--- src/rtl/wire_tri_sched.sv ---
`default_nettype none
// ============================================================================
// Module   : wire_tri_sched
// Brief    : Wireframe triangle scheduler: queues triangles, walks the three
//            edges through one line engine and tags plotted pixels with colour.
// Revision : 1.0 - initial release
// ============================================================================
module wire_tri_sched #(
  parameter int DEPTH   = 4,
  parameter int COLOR_W = 8
) (
  input  logic               clk,
  input  logic               n_rst,
  input  logic               tri_valid,
  output logic               tri_ready,
  input  logic [31:0]        tri_v0,
  input  logic [31:0]        tri_v1,
  input  logic [31:0]        tri_v2,
  input  logic [COLOR_W-1:0] tri_color,
  input  logic               abort,
  output logic               ln_start,
  output logic [31:0]        ln_p,
  output logic [31:0]        ln_q,
  input  logic [31:0]        ln_point,
  input  logic               ln_plot,
  input  logic               ln_done,
  output logic               pix_valid,
  output logic [31:0]        pix_point,
  output logic [COLOR_W-1:0] pix_color,
  output logic               busy,
  output logic               tri_done
);

  localparam int c_PTR_W = $clog2(DEPTH);
  localparam int c_CNT_W = c_PTR_W + 1;
  localparam logic [c_CNT_W-1:0] c_DEPTH_CNT = c_CNT_W'(DEPTH);

  typedef enum logic [2:0] {
    S_IDLE  = 3'd0,
    S_LOAD  = 3'd1,
    S_EDGE  = 3'd2,
    S_START = 3'd3,
    S_WAIT  = 3'd4,
    S_NEXT  = 3'd5,
    S_DRAIN = 3'd6
  } state_t;

  state_t r_state;
  state_t w_next;

  logic [31:0]        r_fifo_v0  [DEPTH];
  logic [31:0]        r_fifo_v1  [DEPTH];
  logic [31:0]        r_fifo_v2  [DEPTH];
  logic [COLOR_W-1:0] r_fifo_col [DEPTH];
  logic [c_PTR_W-1:0] r_wr_ptr;
  logic [c_PTR_W-1:0] r_rd_ptr;
  logic [c_CNT_W-1:0] r_count;

  logic [31:0]        r_cur_v0;
  logic [31:0]        r_cur_v1;
  logic [31:0]        r_cur_v2;
  logic [COLOR_W-1:0] r_cur_color;
  logic [1:0]         r_edge;
  logic [31:0]        r_ln_p;
  logic [31:0]        r_ln_q;

  logic        w_push;
  logic        w_pop;
  logic        w_ln_start;
  logic        w_tri_done;
  logic [31:0] w_p;
  logic [31:0] w_q;

  // Acceptance depends on occupancy alone, so a full FIFO refuses even while popping.
  assign tri_ready = (r_count < c_DEPTH_CNT);
  assign w_push    = tri_valid & tri_ready & ~abort;
  assign w_pop     = (r_state == S_LOAD) & ~abort;

  always_ff @(posedge clk) begin
    if (w_push) begin
      r_fifo_v0[r_wr_ptr]  <= tri_v0;
      r_fifo_v1[r_wr_ptr]  <= tri_v1;
      r_fifo_v2[r_wr_ptr]  <= tri_v2;
      r_fifo_col[r_wr_ptr] <= tri_color;
    end
  end

  always_ff @(posedge clk or negedge n_rst) begin
    if (!n_rst) begin
      r_wr_ptr <= '0;
      r_rd_ptr <= '0;
      r_count  <= '0;
    end else if (abort) begin
      r_wr_ptr <= '0;
      r_rd_ptr <= '0;
      r_count  <= '0;
    end else begin
      if (w_push) r_wr_ptr <= r_wr_ptr + c_PTR_W'(1);
      if (w_pop)  r_rd_ptr <= r_rd_ptr + c_PTR_W'(1);
      case ({w_push, w_pop})
        2'b10:   r_count <= r_count + c_CNT_W'(1);
        2'b01:   r_count <= r_count - c_CNT_W'(1);
        default: r_count <= r_count;
      endcase
    end
  end

  // Edge e runs from vertex e to vertex (e+1) mod 3.
  always_comb begin
    w_p = r_cur_v0;
    w_q = r_cur_v1;
    case (r_edge)
      2'd1: begin
        w_p = r_cur_v1;
        w_q = r_cur_v2;
      end
      2'd2: begin
        w_p = r_cur_v2;
        w_q = r_cur_v0;
      end
      default: begin
        w_p = r_cur_v0;
        w_q = r_cur_v1;
      end
    endcase
  end

  always_ff @(posedge clk or negedge n_rst) begin
    if (!n_rst) begin
      r_state     <= S_IDLE;
      r_cur_v0    <= '0;
      r_cur_v1    <= '0;
      r_cur_v2    <= '0;
      r_cur_color <= '0;
      r_edge      <= 2'd0;
      r_ln_p      <= '0;
      r_ln_q      <= '0;
    end else begin
      r_state <= w_next;
      if (w_pop) begin
        r_cur_v0    <= r_fifo_v0[r_rd_ptr];
        r_cur_v1    <= r_fifo_v1[r_rd_ptr];
        r_cur_v2    <= r_fifo_v2[r_rd_ptr];
        r_cur_color <= r_fifo_col[r_rd_ptr];
        r_edge      <= 2'd0;
      end else if ((r_state == S_NEXT) && (r_edge != 2'd2)) begin
        r_edge <= r_edge + 2'd1;
      end
      if ((r_state == S_EDGE) && !abort) begin
        r_ln_p <= w_p;
        r_ln_q <= w_q;
      end
    end
  end

  always_comb begin
    w_next     = r_state;
    w_ln_start = 1'b0;
    w_tri_done = 1'b0;
    case (r_state)
      S_IDLE:  if (r_count != '0) w_next = S_LOAD;
      S_LOAD:  w_next = S_EDGE;
      S_EDGE:  w_next = (w_p == w_q) ? S_NEXT : S_START;
      S_START: begin
        w_ln_start = 1'b1;
        w_next     = S_WAIT;
      end
      S_WAIT:  if (ln_done) w_next = S_NEXT;
      S_NEXT: begin
        if (r_edge == 2'd2) begin
          w_tri_done = 1'b1;
          w_next     = S_IDLE;
        end else begin
          w_next = S_EDGE;
        end
      end
      S_DRAIN: if (ln_done) w_next = S_IDLE;
      default: w_next = S_IDLE;
    endcase
    // A running engine cannot be stopped, so an active line is drained first.
    if (abort) begin
      w_ln_start = 1'b0;
      w_tri_done = 1'b0;
      if ((r_state == S_WAIT) && !ln_done) begin
        w_next = S_DRAIN;
      end else if (r_state == S_DRAIN) begin
        w_next = ln_done ? S_IDLE : S_DRAIN;
      end else begin
        w_next = S_IDLE;
      end
    end
  end

  assign ln_start  = w_ln_start;
  assign ln_p      = r_ln_p;
  assign ln_q      = r_ln_q;
  assign tri_done  = w_tri_done;
  assign pix_valid = ln_plot & (r_state == S_WAIT);
  assign pix_point = ln_point;
  assign pix_color = r_cur_color;
  assign busy      = (r_count != '0) | (r_state != S_IDLE);

endmodule
`default_nettype wire

--- config.mk ---
export PLATFORM = sky130hd
export DESIGN_NAME = wire_tri_sched
export DESIGN_NICKNAME = d
export VERILOG_FILES = /design/src/rtl/wire_tri_sched.sv
export SDC_FILE = /design/constraint.sdc
export NUM_CORES = 1
export LEC_CHECK = 0
export ABC_AREA = 1
export CORE_MARGIN = 1
export CORE_UTILIZATION = 45
export DETAILED_ROUTE_END_ITERATION = 12
export GPL_ROUTABILITY_DRIVEN = 1
export PLACE_DENSITY = 0.66
export SYNTH_ARGS = -nofsm -noshare
export SYNTH_HDL_FRONTEND = slang
export SYNTH_SLANG_ARGS = --single-unit
--- constraint.sdc ---
create_clock -name clk -period 17.1 [get_ports clk]
set_input_delay 5.13 -clock clk [delete_from_list [all_inputs] [get_ports clk]]
set_output_delay 5.13 -clock clk [all_outputs]
set_load 0.03 [all_outputs]
# [Word level (Yosys, flattened, before mapping)]
# Memory sizes are Yosys's and may differ from the RTL's. A register that Yosys moved wholly into a read port is not among the register bits.
# Cells that the tools add are included.
[totals] regBits=76 mem_bits_rw=416 inputBits=142 output_inout_bits=109 word_cells=82 memories=4
[classes] n_addsub=5 order_cmp=1 eq_ne=15 muxes=27 bitwise_logic=6 n_reduce_logical=17
[memory_table] name="r_fifo_v0" depth=4 width=32 read_ports=1 rd_clocked_by_memory_dff=1 write_ports=1 line="51" source="logic [31:0] r_fifo_v0 [DEPTH];"
[memory_table] name="r_fifo_v1" depth=4 width=32 read_ports=1 rd_clocked_by_memory_dff=1 write_ports=1 line="52" source="logic [31:0] r_fifo_v1 [DEPTH];"
[memory_table] name="r_fifo_v2" depth=4 width=32 read_ports=1 rd_clocked_by_memory_dff=1 write_ports=1 line="53" source="logic [31:0] r_fifo_v2 [DEPTH];"
[memory_table] name="r_fifo_col" depth=4 width=8 read_ports=1 rd_clocked_by_memory_dff=1 write_ports=1 line="54" source="logic [COLOR_W-1:0] r_fifo_col [DEPTH];"
[op_table] cell="case mux 32 bit (2 select lines)" n=2
[op_table] cell="== test 32 bit" n=1
[op_table] cell="two-way mux 3 bit" n=9
[op_table] cell="case mux 3 bit (7 select lines)" n=1
[op_table] cell="two-way mux 2 bit" n=7
[op_table] cell="== test 3 bit, second input constant" n=3
[op_table] cell="inequality test 3 bit, second input constant" n=3
[op_table] cell="nonzero test 3 bit" n=3
[op_table] cell="two-way mux 1 bit" n=7
[op_table] cell="adder 2 x 1 -> 2 bit, second input constant" n=3
[op_table] cell="== test 3 x 2 -> 1 bit, second input constant" n=2
[op_table] cell="logical NOT 1 bit" n=6
[op_table] cell="case mux 3 bit (2 select lines)" n=1
[op_table] cell="nonzero test 2 bit" n=3
[op_table] cell="bitwise AND 1 bit" n=4
[op_table] cell="== test 2 x 1 -> 1 bit, second input constant" n=2
[op_table] cell="== test 2 bit, second input constant" n=2
[op_table] cell="adder 3 x 1 -> 3 bit, second input constant" n=1
[op_table] cell="== test 3 x 1 -> 1 bit, second input constant" n=1
[op_table] cell="logical AND 1 bit" n=3
[op_table] cell="logical NOT 3 bit" n=1
[op_table] cell="less-than comparator 3 bit, second input constant" n=1
[op_table] cell="AND reduction 3 bit" n=1
[op_table] cell="subtractor 3 x 1 -> 3 bit, second input constant" n=1
[op_table] cell="3 further kinds" n=3

# [Depth between registers and ports, before layout]
[logic_depth] word_depth=6 mapped_depth=19

# [Worst setup path before layout]
# Ideal clock, no wire load.
[synth_path] kind="input -> output" start="input abort" end="output tri_done" t_arrival_ns=5.880 slack_ns=6.090 cell_stages=4 path_buffers=1 path_cell_list="buf_2 clkinv_1 nand2_1 nor2_1"
[synth_via] elab_chain_cells=1
[synth_rtl] item="from (decl)" line="20" source="input logic abort,"
[synth_rtl] item="two-way mux 1 bit" line="181" source="if (abort) begin"
[synth_rtl] item="to (decl)" line="31" source="output logic tri_done"
# Every way passes these cells.

# [Worst setup path in the final report]
# Same ends and word-level chain as after synthesis.

==> run metrics <==
CP peak stage delay=0.70 ns; hold path depth=2; crit end category=primary output; CTS Sinks=596; setup TNS=0 ns; ys async rst share=30.2%; I/O Buffers=186; FF-to-FF setup slack=13.21 ns; dominant synthesized flop cell=edfxtp_1; crit-path max FO=10; cells on worst reg2reg path=18; sequential-to-total area share from yosys stat=69.7%; Clock Tree Buf Depth=3; DR vias=16757; fin crit period=12.16 ns; post-synth cell types=28; synth warn=0; die height=235 µm; cell count after synthesis=2247; Core Rows=84; Worst Hold Class=flip-flop to flip-flop; WL final=63300 µm; Die X=235 µm; MaxCap Viol Count=0; Worst Path Arrival=7.03 ns; I/O pins=251; Mapped Nets=2396; CP max-delay cell=clkdlybuf4s50_1; final antenna-violating net count=0; Leakage=0.0105 µW; drt first pass iters=5; start point of the critical path=abort; Clk Tree Root Cell=clkbuf_16; startpoint types=input pin; routability cong.=0.832; Vias/cell=5.42; post-synth top area cell=edfxtp_1; max layer used=met5; Finished Core Util=53.6%; cell area after synthesis=0.0244 mm²; DRC=0; Reg-to-Reg Start=r_edge[0]$_DFFE_PN0P_; WP depth=5; #FFs+latches synth=596; initial cell density of the core=45.9%; worst path required time=11.97 ns; normalized max-slew margin=25.5%; pin count of the biggest net entering global routing=116; later-pin clock latency in the skew report=0.62 ns; CTS buffer count=58; max-slew violations=0; GR Overflow Total=0; first-pass GRT wire length=95800 µm; share of layout cells above drive strength 1=5.17%; Synth area leaders=edfxtp_1, dfrtp_1, o21ai_0; worst setup path endpoint=tri_done; worst-path cell chain=clkdlybuf4s50_1 > clkinv_1 > nand2_1 > nor2_1 > clkdlybuf4s50_1; Achievable Freq=0.0822 GHz; worst vdd ir=0.0000928 V; most frequent cell after synthesis=nand2_1; Setup Crit Path Kind=input pin to primary output; area grow syn2layout=16.6%; WL/cell=20.5 µm; core area=0.0531 mm²; top cell family by delay on the critical path=buffers and inverters; H-tree levels=2; Power Density=182 mW/mm²; status=complete, no violations; synth cell count leaders=nand2_1, edfxtp_1, nor2_1; post-CTS resize count=0; Post-layout nets=2498; WL met1=26900 µm; DIE AREA=0.0551 mm²; Critical Path Most Common Cell=clkdlybuf4s50_1; Post-Syn Area per Cell=10.9 µm²; met2 wire length=30300 µm; Post-CTS Repair Setup Buffers=0; met3 routed WL=4200 µm; post-route clock period utilization=71.1%; vias in the first global route=16024; clk_skew=0.0157 ns; Fin. Hold Viols=0; R2R Path End=r_state[1]$_DFFE_PN0P_; CTS tree=done; DPL Wire Length=38200 µm; Detailed Route Iter0 Violations=1600; initial antenna violation count=10; CP bufs+invs=3; Reg clk slew, reported paths=0.06 ns; Slew @ Worst Pin=1.12 ns; number of synthesized flops with an enable pin=416; Hold Buf Count CTS=0; final setup vio count=0; top cell type's share of synthesized area=51.2%; Total GRT Usage=22.9%; RSZ-0062 raised after global routing=no
[sequential cells by signal, indices dropped and copies added (netlist names)]
name	count
ln_p	32
ln_q	32
pix_color	8
r_count	3
r_cur_v0	32
r_cur_v1	32
r_cur_v2	32
r_edge	2
r_fifo_col	32
r_fifo_v0	128
r_fifo_v1	128
r_fifo_v2	128
r_rd_ptr	2
r_state	3
r_wr_ptr	2
[per-layer routing]
layer  global-route usage [%]  vias up
met5                        0        -
met4                     8.89        8
met3                     3.79      123
met2                     37.0      563
met1                     31.1     8178
li1                         -     7885
[area by class of cell]
| type | count | area [µm²] |
|---|---|---|
| diodes | 6 | 15.0 |
| clock buffers | 79 | 1580 |
| clock inverters | 30 | 335 |
| fillers | 4416 | 24700 |
| inverters | 93 | 355 |
| multi-input cells | 1392 | 6240 |
| flip-flops and latches | 596 | 17000 |
| well taps | 688 | 861 |
| repair buffers | 208 | 2030 |
[stage by stage]
step,total power (µW),std cells,worst slack (ns),area (µm²),hold slack [ns]
floorplan,3250,2247,6.09,24400,0.478
global placement,3850,2977,4.98,26500,0.465
detailed placement,3910,2977,4.95,26500,0.473
CTS,5200,3086,4.94,28400,0.488
global route,5480,3090,4.85,28400,0.496
finish,5180,3092,4.94,28400,0.481
[kinds of logic (layout without fill, tap and decap cells)]
| logic type | after synthesis | after routing | share of synthesized area, % |
|---|---|---|---|
| other cells | 0 | 6 | 0 |
| buf+inv | 259 | 410 | 4.92 |
| simple gates | 921 | 921 | 14.8 |
| fa+ha+maj | 7 | 7 | 0.390 |
| compound gates | 454 | 454 | 9.88 |
| xor+xnor | 10 | 10 | 0.359 |
| flops | 596 | 596 | 69.7 |
[how the worst min path moves through the flow]
stage / startpoint / end / slack [ns]
after floorplan: r_edge[1]$_DFFE_PN0P_ / r_edge[1]$_DFFE_PN0P_ / 0.48
after global placement: ln_q[7]$_DFFE_PN0P_ / ln_q[7]$_DFFE_PN0P_ / 0.47
after CTS: ln_q[14]$_DFFE_PN0P_ / ln_q[14]$_DFFE_PN0P_ / 0.49
after detailed placement: ln_q[14]$_DFFE_PN0P_ / ln_q[14]$_DFFE_PN0P_ / 0.47
final: ln_q[13]$_DFFE_PN0P_ / ln_q[13]$_DFFE_PN0P_ / 0.48
after global routing: ln_p[8]$_DFFE_PN0P_ / ln_p[8]$_DFFE_PN0P_ / 0.50
[worst min-delay path: cells and delay by family (launching register included)]
family	cells	cell delay [ns]
simple gates	1	0.05
flops	1	0.34
compound gates	1	0.06
[placed cells by master, fill, tap and decap left out]
cell | synthesis | final
fa_1 | 1 | 1
clkinv_1 | 1 | 7
nor3_2 | 1 | 1
o22ai_1 | 53 | 53
a2111oi_0 | 1 | 1
edfxtp_1 | 416 | 416
clkdlybuf4s50_1 | 0 | 185
a21oi_1 | 4 | 4
nand2_1 | 440 | 439
dfrtp_4 | 0 | 2
buf_4 | 34 | 22
nand3_1 | 72 | 72
xnor2_1 | 9 | 9
o21ai_0 | 340 | 340
ha_1 | 6 | 4
nand2_4 | 0 | 1
nor2_2 | 1 | 1
nor2_1 | 388 | 383
xor2_1 | 1 | 1
clkinvlp_4 | 0 | 1
a31oi_1 | 52 | 52
nand4_1 | 15 | 15
bufinv_16 | 0 | 7
o21ai_1 | 3 | 3
ha_2 | 0 | 2
o21bai_1 | 1 | 1
clkinv_2 | 0 | 13
clkbuf_16 | 0 | 59
clkbuf_8 | 0 | 4
clkbuf_1 | 80 | 17
nor3_1 | 4 | 4
inv_1 | 91 | 89
nor2_4 | 0 | 5
diode_2 | 0 | 6
inv_6 | 0 | 3
clkinv_4 | 0 | 2
inv_2 | 1 | 1
dfrtp_1 | 180 | 178
[where the power goes]
part | internal (µW) | switching, µW
registers | 1810 | 189
clock network | 753 | 537
logic | 596 | 1300
No activity file was read; power rests on OpenSTA's default activity.
